`config.mk`:
```
export PLATFORM = sky130hd
export DESIGN_NAME = vend_front_panel_flat
export DESIGN_NICKNAME = d
export VERILOG_FILES = /design/src/rtl/vend_front_panel_if.sv /design/src/rtl/vend_front_panel.sv /design/src/flat_wrapper.sv
export SDC_FILE = /design/constraint.sdc
export NUM_CORES = 1
export LEC_CHECK = 0
export BUFFER_PORTS_ARGS = -buffer_cell sky130_fd_sc_hd__buf_2
export CORE_MARGIN = 5
export CORE_UTILIZATION = 35
export CTS_CLUSTER_DIAMETER = 40
export DETAILED_ROUTE_END_ITERATION = 6
export PLACE_DENSITY = 0.69
export SLEW_MARGIN = 10
export SYNTH_ARGS = -nofsm -noshare
export SYNTH_HDL_FRONTEND = slang
export SYNTH_SLANG_ARGS = --single-unit
```
`constraint.sdc`:
```
create_clock -name clk -period 3.5 [get_ports clk]
set_input_delay 0.35 -clock clk [delete_from_list [all_inputs] [get_ports clk]]
set_output_delay 0.35 -clock clk [all_outputs]
set_load 0.01 [all_outputs]
```
`src/rtl/vend_front_panel_if.sv`:
```
// Request/response bus between the front-panel sequencer and the vending core.
// master: front panel drives mode and request data, samples red_light and change.
// slave:  vending core sees the request, drives red_light and updated_customer_money.
interface vend_front_panel_if;
    logic [1:0] mode;                    // 00 customer, 01 withdraw, 10 supply, 11 idle
    logic [3:0] customer_money;
    logic [2:0] customer_request;
    logic [3:0] quantity_request;
    logic [2:0] product_id;
    logic [3:0] amount_added;
    logic       red_light;               // core error response
    logic [3:0] updated_customer_money;  // core change response

    modport master (
        output mode, customer_money, customer_request, quantity_request,
               product_id, amount_added,
        input  red_light, updated_customer_money
    );

    modport slave (
        input  mode, customer_money, customer_request, quantity_request,
               product_id, amount_added,
        output red_light, updated_customer_money
    );
endinterface

```
`src/rtl/vend_front_panel.sv`:
```
// Front-panel sequencer: accumulates coin credit, issues one-cycle core requests, returns change.
// Latency: request on bus 1 cycle after acceptance, change pulse RESP_LAT+2 cycles after acceptance.
// Backpressure: none; commands outside IDLE are dropped and coins outside IDLE are rejected.
//
// Ports:
//   clk, rst                 : clock, synchronous active-high reset
//   coin_in/coin_value       : coin insert pulse and value
//   sel_valid/sel_product/sel_qty : customer selection pulse
//   cancel                   : refund request pulse
//   svc_withdraw, svc_supply/svc_product/svc_amount : service commands
//   core                     : request/response bus to the vending core (master side)
//   credit                   : accumulated credit
//   change_valid/change_amount : one-cycle change return
//   coin_reject              : coin returned unaccepted
//   busy, error              : transaction in flight, sticky error
module vend_front_panel #(
    parameter int RESP_LAT = 1
) (
    input  logic       clk,
    input  logic       rst,
    input  logic       coin_in,
    input  logic [3:0] coin_value,
    input  logic       sel_valid,
    input  logic [2:0] sel_product,
    input  logic [3:0] sel_qty,
    input  logic       cancel,
    input  logic       svc_withdraw,
    input  logic       svc_supply,
    input  logic [2:0] svc_product,
    input  logic [3:0] svc_amount,
    vend_front_panel_if.master core,
    output logic [3:0] credit,
    output logic       change_valid,
    output logic [3:0] change_amount,
    output logic       coin_reject,
    output logic       busy,
    output logic       error
);

    localparam logic [1:0] MODE_CUST   = 2'b00;
    localparam logic [1:0] MODE_WD     = 2'b01;
    localparam logic [1:0] MODE_SUPPLY = 2'b10;
    localparam logic [1:0] MODE_IDLE   = 2'b11;

    typedef enum logic [1:0] {
        S_IDLE   = 2'd0,
        S_ISSUE  = 2'd1,
        S_WAIT   = 2'd2,
        S_CHANGE = 2'd3
    } state_t;

    state_t state, state_d;

    // Registered core-bus outputs
    logic [1:0] mode_q, mode_d;
    logic [3:0] cust_money_q, cust_money_d;
    logic [2:0] cust_req_q, cust_req_d;
    logic [3:0] qty_req_q, qty_req_d;
    logic [2:0] prod_id_q, prod_id_d;
    logic [3:0] amt_added_q, amt_added_d;

    // Transaction bookkeeping
    logic [1:0] txn_mode, txn_mode_d;    // mode of the transaction in flight
    logic [2:0] wait_cnt, wait_cnt_d;    // WAIT cycles remaining minus one

    // Next values of the panel-side outputs
    logic [3:0] credit_d;
    logic       change_valid_d;
    logic [3:0] change_amount_d;
    logic       coin_reject_d;
    logic       busy_d;
    logic       error_d;

    assign core.mode             = mode_q;
    assign core.customer_money   = cust_money_q;
    assign core.customer_request = cust_req_q;
    assign core.quantity_request = qty_req_q;
    assign core.product_id       = prod_id_q;
    assign core.amount_added     = amt_added_q;

    // Coin accumulation with saturation at 15; commands in the same cycle see this value.
    logic [4:0] coin_sum;
    logic [3:0] credit_post;
    assign coin_sum    = {1'b0, credit} + {1'b0, coin_value};
    assign credit_post = coin_in ? (coin_sum[4] ? 4'hF : coin_sum[3:0]) : credit;

    // Fixed priority: withdraw > supply > cancel > selection; only the winner is considered.
    logic cmd_wd, cmd_sup, cmd_can, cmd_sel, sel_ok;
    logic accept_issue, accept_cancel;
    assign cmd_wd        = svc_withdraw;
    assign cmd_sup       = svc_supply & ~svc_withdraw;
    assign cmd_can       = cancel & ~svc_withdraw & ~svc_supply;
    assign cmd_sel       = sel_valid & ~svc_withdraw & ~svc_supply & ~cancel;
    assign sel_ok        = (credit_post != 4'd0) && (sel_qty != 4'd0);
    assign accept_issue  = cmd_wd | cmd_sup | (cmd_sel & sel_ok);
    assign accept_cancel = cmd_can & (credit_post != 4'd0);

    // State register
    always_ff @(posedge clk) begin
        if (rst) begin
            state <= S_IDLE;
        end else begin
            state <= state_d;
        end
    end

    // Next-state logic
    always_comb begin
        state_d = state;
        case (state)
            S_IDLE: begin
                if (accept_issue) begin
                    state_d = S_ISSUE;
                end else if (accept_cancel) begin
                    state_d = S_CHANGE;
                end
            end
            S_ISSUE:  state_d = S_WAIT;
            S_WAIT: begin
                if (wait_cnt == 3'd0) begin
                    // Service transactions return no change
                    state_d = (txn_mode == MODE_CUST) ? S_CHANGE : S_IDLE;
                end
            end
            S_CHANGE: state_d = S_IDLE;
            default:  state_d = S_IDLE;
        endcase
    end

    // Output logic: next values for every registered output
    always_comb begin
        mode_d          = MODE_IDLE;
        cust_money_d    = cust_money_q;
        cust_req_d      = cust_req_q;
        qty_req_d       = qty_req_q;
        prod_id_d       = prod_id_q;
        amt_added_d     = amt_added_q;
        txn_mode_d      = txn_mode;
        wait_cnt_d      = wait_cnt;
        credit_d        = credit;
        change_valid_d  = 1'b0;
        change_amount_d = change_amount;
        coin_reject_d   = coin_in && (state != S_IDLE);
        busy_d          = (state_d != S_IDLE);
        error_d         = error;

        case (state)
            S_IDLE: begin
                credit_d = credit_post;
                if (cmd_wd) begin
                    error_d    = 1'b0;
                    txn_mode_d = MODE_WD;
                    mode_d     = MODE_WD;
                end else if (cmd_sup) begin
                    error_d     = 1'b0;
                    txn_mode_d  = MODE_SUPPLY;
                    mode_d      = MODE_SUPPLY;
                    prod_id_d   = svc_product;
                    amt_added_d = svc_amount;
                end else if (cmd_can) begin
                    if (accept_cancel) begin
                        change_valid_d  = 1'b1;
                        change_amount_d = credit_post;
                        credit_d        = 4'd0;
                    end
                end else if (cmd_sel) begin
                    if (sel_ok) begin
                        error_d      = 1'b0;
                        txn_mode_d   = MODE_CUST;
                        mode_d       = MODE_CUST;
                        cust_money_d = credit_post;
                        cust_req_d   = sel_product;
                        qty_req_d    = sel_qty;
                    end else begin
                        error_d = 1'b1;
                    end
                end
            end
            S_ISSUE: begin
                wait_cnt_d = 3'(RESP_LAT - 1);
            end
            S_WAIT: begin
                if (wait_cnt == 3'd0) begin
                    if (core.red_light) begin
                        error_d = 1'b1;
                    end
                    if (txn_mode == MODE_CUST) begin
                        // Core error refunds the full credit instead of the core's change
                        change_valid_d  = 1'b1;
                        change_amount_d = core.red_light ? credit : core.updated_customer_money;
                        credit_d        = 4'd0;
                    end
                end else begin
                    wait_cnt_d = wait_cnt - 3'd1;
                end
            end
            S_CHANGE: begin
            end
            default: begin
            end
        endcase
    end

    // Output registers
    always_ff @(posedge clk) begin
        if (rst) begin
            mode_q        <= MODE_IDLE;
            cust_money_q  <= 4'd0;
            cust_req_q    <= 3'd0;
            qty_req_q     <= 4'd0;
            prod_id_q     <= 3'd0;
            amt_added_q   <= 4'd0;
            txn_mode      <= MODE_IDLE;
            wait_cnt      <= 3'd0;
            credit        <= 4'd0;
            change_valid  <= 1'b0;
            change_amount <= 4'd0;
            coin_reject   <= 1'b0;
            busy          <= 1'b0;
            error         <= 1'b0;
        end else begin
            mode_q        <= mode_d;
            cust_money_q  <= cust_money_d;
            cust_req_q    <= cust_req_d;
            qty_req_q     <= qty_req_d;
            prod_id_q     <= prod_id_d;
            amt_added_q   <= amt_added_d;
            txn_mode      <= txn_mode_d;
            wait_cnt      <= wait_cnt_d;
            credit        <= credit_d;
            change_valid  <= change_valid_d;
            change_amount <= change_amount_d;
            coin_reject   <= coin_reject_d;
            busy          <= busy_d;
            error         <= error_d;
        end
    end

endmodule

```
`src/flat_wrapper.sv`:
```
// flat-port wrapper written by rule: the top's interface ports become plain ports
module vend_front_panel_flat 
#(
    parameter int RESP_LAT = 1
)
  (clk, rst, coin_in, coin_value, sel_valid, sel_product, sel_qty, cancel, svc_withdraw, svc_supply, svc_product, svc_amount, credit, change_valid, change_amount, coin_reject, busy, error, core_mode, core_customer_money, core_customer_request, core_quantity_request, core_product_id, core_amount_added, core_red_light, core_updated_customer_money);
  vend_front_panel_if core_i ();
  input  logic clk;
  input  logic rst;
  input  logic coin_in;
  input  logic [3:0] coin_value;
  input  logic sel_valid;
  input  logic [2:0] sel_product;
  input  logic [3:0] sel_qty;
  input  logic cancel;
  input  logic svc_withdraw;
  input  logic svc_supply;
  input  logic [2:0] svc_product;
  input  logic [3:0] svc_amount;
  output logic [3:0] credit;
  output logic change_valid;
  output logic [3:0] change_amount;
  output logic coin_reject;
  output logic busy;
  output logic error;
  output wire logic [$bits(core_i.mode)-1:0] core_mode;
  output wire logic [$bits(core_i.customer_money)-1:0] core_customer_money;
  output wire logic [$bits(core_i.customer_request)-1:0] core_customer_request;
  output wire logic [$bits(core_i.quantity_request)-1:0] core_quantity_request;
  output wire logic [$bits(core_i.product_id)-1:0] core_product_id;
  output wire logic [$bits(core_i.amount_added)-1:0] core_amount_added;
  input wire logic [$bits(core_i.red_light)-1:0] core_red_light;
  input wire logic [$bits(core_i.updated_customer_money)-1:0] core_updated_customer_money;
  assign core_mode = core_i.mode;
  assign core_customer_money = core_i.customer_money;
  assign core_customer_request = core_i.customer_request;
  assign core_quantity_request = core_i.quantity_request;
  assign core_product_id = core_i.product_id;
  assign core_amount_added = core_i.amount_added;
  assign core_i.red_light = core_red_light;
  assign core_i.updated_customer_money = core_updated_customer_money;
  vend_front_panel #(.RESP_LAT(RESP_LAT)) u_core (.clk(clk), .rst(rst), .coin_in(coin_in), .coin_value(coin_value), .sel_valid(sel_valid), .sel_product(sel_product), .sel_qty(sel_qty), .cancel(cancel), .svc_withdraw(svc_withdraw), .svc_supply(svc_supply), .svc_product(svc_product), .svc_amount(svc_amount), .core(core_i), .credit(credit), .change_valid(change_valid), .change_amount(change_amount), .coin_reject(coin_reject), .busy(busy), .error(error));
endmodule
```
## After elaboration in Yosys (flattened, before gate mapping)

Cells that the tools add are included.

- Add/subtract/negate cells: 2
- Multiply operators: 0
- Divide/modulo/power cells: 0
- Order comparisons: 0
- Equality and inequality tests: 14
- Shifts and indexed selects: 0
- Muxes and demuxes: 49
- Bitwise logic cells: 16
- Reductions and logical operators: 22

Operators by type and width:

| kind | count |
|---|---|
| $mux W4 | 15 |
| $mux W2 | 14 |
| $pmux W4 S2 | 2 |
| $mux W1 | 13 |
| $and A1 B1 Y1 | 8 |
| $ne A2 B1 Y1 const B | 4 |
| $ne A2 B2 Y1 const B | 4 |
| $pmux W2 S4 | 1 |
| $reduce_bool A2 Y1 | 4 |
| $reduce_bool A4 Y1 | 2 |
| $reduce_and A7 Y1 | 1 |
| $not A1 Y1 | 6 |
| $pmux W3 S2 | 1 |
| $reduce_and A3 Y1 | 2 |
| $reduce_and A6 Y1 | 1 |
| $reduce_bool A3 Y1 | 2 |
| $add A4 B4 Y5 | 1 |
| $reduce_and A5 Y1 | 1 |
| $eq A2 B2 Y1 const B | 2 |
| $logic_not A2 Y1 | 2 |
| $ne A4 B2 Y1 const B | 1 |
| $ne A4 B3 Y1 const B | 1 |
| $pmux W1 S2 | 2 |
| $reduce_and A4 Y1 | 1 |
| 10 further kinds | 12 |

- Register bits: 39
- Latch bits: 0
- RAM bits: 0
- Bits in read-only memories: 0
- Input bits: 30
- Output and inout bits: 32
- Memories: 0

## Depth between registers and ports, before layout

- Word-level depth: 11
- Depth in mapped cells: 10
- Depth with buffers taken out: 9

## Worst setup path before layout

Ideal clock, no wire load.

- Path kind: reg2reg
- From: register u_core.credit[0]
- To: register u_core.change_amount[0]
- Arrival: 2.423 ns
- Path slack: 0.953 ns
- Stages on the path, launching flop included: 10
- Buffers on the path: 0
- Period minus slack after synthesis: 2.547 ns
- Cell sequence: dfxtp_1 > ha_1 > inv_1 > fa_1 > xnor2_1 > o221ai_1 > and2_1 > a31oi_2 > a31oi_4 > mux2_1

- Cells in the longest elaborated chain, start to end: 8
- Elaborated cells on any way between the ends: 15
- Classes of those cells: 1 x add/sub; 1 x eq/ne; 10 x mux; 1 x bitwise; 2 x reduce/logical

Ends and longest elaborated chain:

| what | RTL line | text |
|---|---|---|
| from (decl) | vend_front_panel.sv:32 | `output logic [3:0] credit,` |
| from (signal assigned) | vend_front_panel.sv:230 | `credit <= credit_d;` |
| $add A4 B4 Y5 | vend_front_panel.sv:84 | `assign coin_sum = {1'b0, credit} + {1'b0, coin_value};` |
| $mux W4 (2 in series) | vend_front_panel.sv:85 | `assign credit_post = coin_in ? (coin_sum[4] ? 4'hF : coin_sum[3:0]) : credit;` |
| $mux W4 | vend_front_panel.sv:161 | `if (accept_cancel) begin` |
| $mux W4 | vend_front_panel.sv:160 | `end else if (cmd_can) begin` |
| $mux W4 | vend_front_panel.sv:154 | `end else if (cmd_sup) begin` |
| $mux W4 | vend_front_panel.sv:150 | `if (cmd_wd) begin` |
| $pmux W4 S2 | vend_front_panel.sv:147 | `case (state)` |
| to (signal assigned) | vend_front_panel.sv:232 | `change_amount <= change_amount_d;` |
| to (decl) | vend_front_panel.sv:34 | `output logic [3:0] change_amount,` |

Several ways; a longest one is shown, not always the timed one. The select of a mux whose other input is x is not followed.
A chain may end at the register's enable or synchronous reset.

## Worst setup path in the final report

- From: register u_core.credit[0]
- To: register u_core.qty_req_q[1] (netlist: u_core.core.quantity_request[1])

- Cells in the longest elaborated chain, start to end: 6

Ends and longest elaborated chain:

| what | RTL line | text |
|---|---|---|
| $add A4 B4 Y5 | vend_front_panel.sv:84 |  |
| $mux W4 | vend_front_panel.sv:85 |  |
| $mux W4 * | vend_front_panel.sv:85 |  |
| $reduce_bool A4 Y1 * | vend_front_panel.sv:94 | `assign sel_ok = (credit_post != 4'd0) && (sel_qty != 4'd0);` |
| $logic_and A1 B1 Y1 * | vend_front_panel.sv:94 |  |
| $reduce_and A6 Y1 (no line) * | -- |  |
| to (signal assigned) | vend_front_panel.sv:225 | `qty_req_q <= qty_req_d;` |
| to (decl) | vend_front_panel.sv:58 | `logic [3:0] qty_req_q, qty_req_d;` |

Mark *: on every way between the ends. The rest lies on a longest branch, timed or not.

==> summary.txt <==
Run status
  – Outcome: complete, no violations

Worst setup path
  – Arr. time, crit path: 2960 ps
  – R2r startpoint: u_core.credit[0]
  – Crit. End Element: register
  – Worst R2R End: u_core.core.quantity_request[1]
  – Reg2Reg Depth: 10
  – Kind of critical path: reg -> reg
  – R2R Setup Slk: 690 ps
  – CP Data Required Time: 3650 ps
  – Startpoint Class: register
  – Crit Path Max Fanout: 9

CTS
  – Clock Path Buffers: 2
  – Clk sink count: 39
  – CTS clk-pin slew, worst paths: 70 ps
  – CTS Buf Count: 5
  – Root buf cell: clkbuf_8
  – Post-CTS resize count: 0
  – CTS tree: yes
  – Clock latency on the worst-skew pair: 290 ps
  – CTS H-tree lvls: 2
  – CTS Hold Bufs: 0
  – Post-CTS setup buffers: 0

Timing
  – Fmax: 356 MHz
  – # setup viols final: 0
  – Final hold slack: 294 ps
  – Setup_tns: 0 ps
  – Max Slew Vio Count: 0
  – Period minus WS final: 2810 ps
  – Slew Limit Headroom: 48.1%
  – Final period utilization: 80.3%
  – RSZ-0062 raised after global routing: false
  – Final setup margin: 689 ps
  – Clk_skew: 3.00 ps
  – Hold Vio Cnt, Final: 0
  – Slew at the pin with the worst max-slew slack: 778 ps

Floorplanning
  – Die height: 85.6 um
  – Die width: 85.6 um
  – Ports: 62
  – Core ar.: 5540 um2
  – Num rows: 27
  – Die area: 7330 um2
  – Initial core utilization: 36.1%

Finish
  – Layout Nets: 321
  – Antenna diodes: 0
  – # fillers: 571
  – Area grow syn2layout: 21.5%
  – Fin util: 43.9%
  – Post-route cell area: 2430 um2
  – Layout cell share with drive strength beyond 1: 28.4%
  – Finished Layout Cells: 357

Detailed routing
  – Total vias in the final route: 1792
  – DR iter-0 viols: 50
  – DRT Pass-1 Iters: 4
  – Max layer used: met4
  – Vias/cell: 5.02
  – Met2 wire length: 2060 um
  – Final ANT Viol Nets: 0
  – # DRC: 0
  – Met3 wire len: 388 um
  – Final WL: 4760 um
  – Wire length per cell: 13.3 um
  – Met1 WL: 2230 um

Power
  – Switching part of the total: 30.7%
  – Int Pwr: 712 uW
  – Cell area power density: 422 nW/um2
  – Peak supply drop: 0.000201 V
  – LEAKAGE: 1.05 nW
  – Clock network fraction of total power: 28.0%
  – Total power draw: 1.03 mW
  – Seq pwr share: 48.1%
  – Combinational share of power: 24.0%
  – Psw: 315 uW

GRT
  – First-pass GRT wire length: 7760 um
  – Initial antenna violation count: 0
  – GRT Residual Overflow: 0
  – Largest net degree at the start of global routing: 44
  – Vias in the first global route: 1653
  – GRT Util Overall: 13.3%

Place
  – Setup WS pre-CTS: 681 ps
  – Dpl cells: 349
  – Routability congestion estimate: 0.951
  – HPWL Detailed: 3600 um
  – Area after DPL: 2350 um2
  – Port Buffers: 61

Yosys
  – Yosys reg bits: 39
  – Yosys cell types: 50
  – Post-Syn Area per Cell: 8.85 um2
  – Fraction of registers with async set/reset: 0%
  – Ys flop type: dfxtp_1
  – Sequential element share of the synthesized area: 39.0%
  – YS warnings: 0
  – Syn_nets: 263
  – Synth Instances: 226
  – EDFF count, synth: 0
  – Synthesized cell area: 2000 um2

Worst hold path
  – Hold path cells: 3
  – Hold Crit Start: sel_product[1]
  – HP Class: in -> reg
  – Hold Path Sink: u_core.core.customer_request[1]

Job
  – Max-cap violations: 0
-- final cells by class --
class	instances	area (um2)	share of cell area (%)
Sequential cell	39	781	32.1
Clock buffer	7	76.3	3.14
Multi-Input combinational cell	170	1140	47.0
Inverter	6	22.5	0.926
Tap cell	72	90.1	3.71
Timing Repair Buffer	62	313	12.9
Clock inverter	1	5.00	0.206
-- cells by family (layout without fill, tap and decap cells) --
logic type / count (synthesis) / in the layout / synth area share, %
simple gates: 93 / 93 / 22.7
compound gates: 53 / 53 / 21.1
flops: 39 / 39 / 39.0
buf+inv: 17 / 76 / 3.81
mux: 16 / 16 / 8.13
fa+ha+maj: 7 / 7 / 4.75
xor+xnor: 1 / 1 / 0.438
-- worst max-delay path: stages (launching register included) --
cell	delay [ps]
dfxtp_1	410
ha_1	200
inv_1	50
fa_1	480
and4bb_1	240
o22ai_1	230
a21oi_4	120
a311oi_4	400
buf_4	280
mux2i_1	210
nor2_1	50
-- cells in the mapped netlist (2+ instances only) --
library cell | number | area [um2]
dfxtp_1 | 39 | 781
nor2_1 | 36 | 135
a21oi_1 | 19 | 95.1
nand2_1 | 19 | 71.3
mux2i_1 | 14 | 140
nand2b_1 | 8 | 50.1
clkbuf_1 | 7 | 26.3
nor3_1 | 7 | 35.0
a211oi_1 | 6 | 45.0
ha_1 | 6 | 75.1
nor2b_1 | 6 | 37.5
inv_1 | 5 | 18.8
and2_1 | 4 | 25.0
o21ai_0 | 4 | 20.0
a211o_1 | 3 | 26.3
a22oi_1 | 3 | 22.5
a31oi_1 | 2 | 12.5
a31oi_2 | 2 | 25.0
mux2_1 | 2 | 22.5
nand3_1 | 2 | 10.0
or2_2 | 2 | 12.5
or3_1 | 2 | 12.5
-- registers in the layout, indices dropped and copies added, names as in the netlist, 3 cells and up --
name	cells
u_core.wait_cnt	3
u_core.core.amount_added	4
u_core.change_amount	4
u_core.core.customer_money	4
u_core.core.customer_request	3
u_core.core.product_id	3
u_core.core.quantity_request	4
u_core.credit	4
-- placed cells by master (no fill, tap or decap), types with 2 or more instances in the layout --
| master | Yosys | routed |
|---|---|---|
| a211oi_1 | 6 | 6 |
| or2_2 | 2 | 2 |
| nand3_1 | 2 | 2 |
| nor2_1 | 36 | 36 |
| clkbuf_1 | 7 | 2 |
| nand2_1 | 19 | 19 |
| a211o_1 | 3 | 3 |
| dfxtp_1 | 39 | 39 |
| a31oi_1 | 2 | 2 |
| mux2_1 | 2 | 2 |
| ha_1 | 6 | 6 |
| or3_1 | 2 | 2 |
| inv_1 | 5 | 5 |
| mux2i_1 | 14 | 14 |
| a31oi_2 | 2 | 2 |
| a22oi_1 | 3 | 3 |
| o21ai_0 | 4 | 4 |
| nor2b_1 | 6 | 6 |
| nor3_1 | 7 | 7 |
| and2_1 | 4 | 4 |
| nand2b_1 | 8 | 8 |
| buf_2 | 1 | 61 |
| clkbuf_8 | 0 | 5 |
| a21oi_1 | 19 | 19 |
-- worst max-delay path by stage --
stage / start / to / slack (ps) / cells after the start
after floorplan: u_core.credit[0] / u_core.change_amount[0] / 950 / 9
after global placement: coin_value[0] / u_core.core.customer_money[0] / 710 / 11
after detailed placement: coin_value[0] / u_core.core.quantity_request[1] / 680 / 11
after CTS: u_core.credit[0] / u_core.core.quantity_request[1] / 690 / 10
after global routing: u_core.credit[0] / u_core.core.quantity_request[0] / 510 / 10
final: u_core.credit[0] / u_core.core.quantity_request[1] / 690 / 10
-- power by group through the flow --
stage | logic (mW) | registers [mW] | clock network (mW)
detailed placement | 0.246 | 0.504 | 0
global route | 0.274 | 0.498 | 0.318
floorplan | 0.171 | 0.504 | 0
finish | 0.246 | 0.494 | 0.287
global placement | 0.244 | 0.503 | 0
CTS | 0.249 | 0.493 | 0.300
-- per-layer routing --
| layer | vias up | track usage, % |
|---|---|---|
| li1 | 914 | - |
| met1 | 817 | 18.2 |
| met2 | 53 | 19.1 |
| met3 | 8 | 4.42 |
| met4 | 0 | 5.32 |
| met5 | - | 0 |
Power figures use the tool's default switching activity.
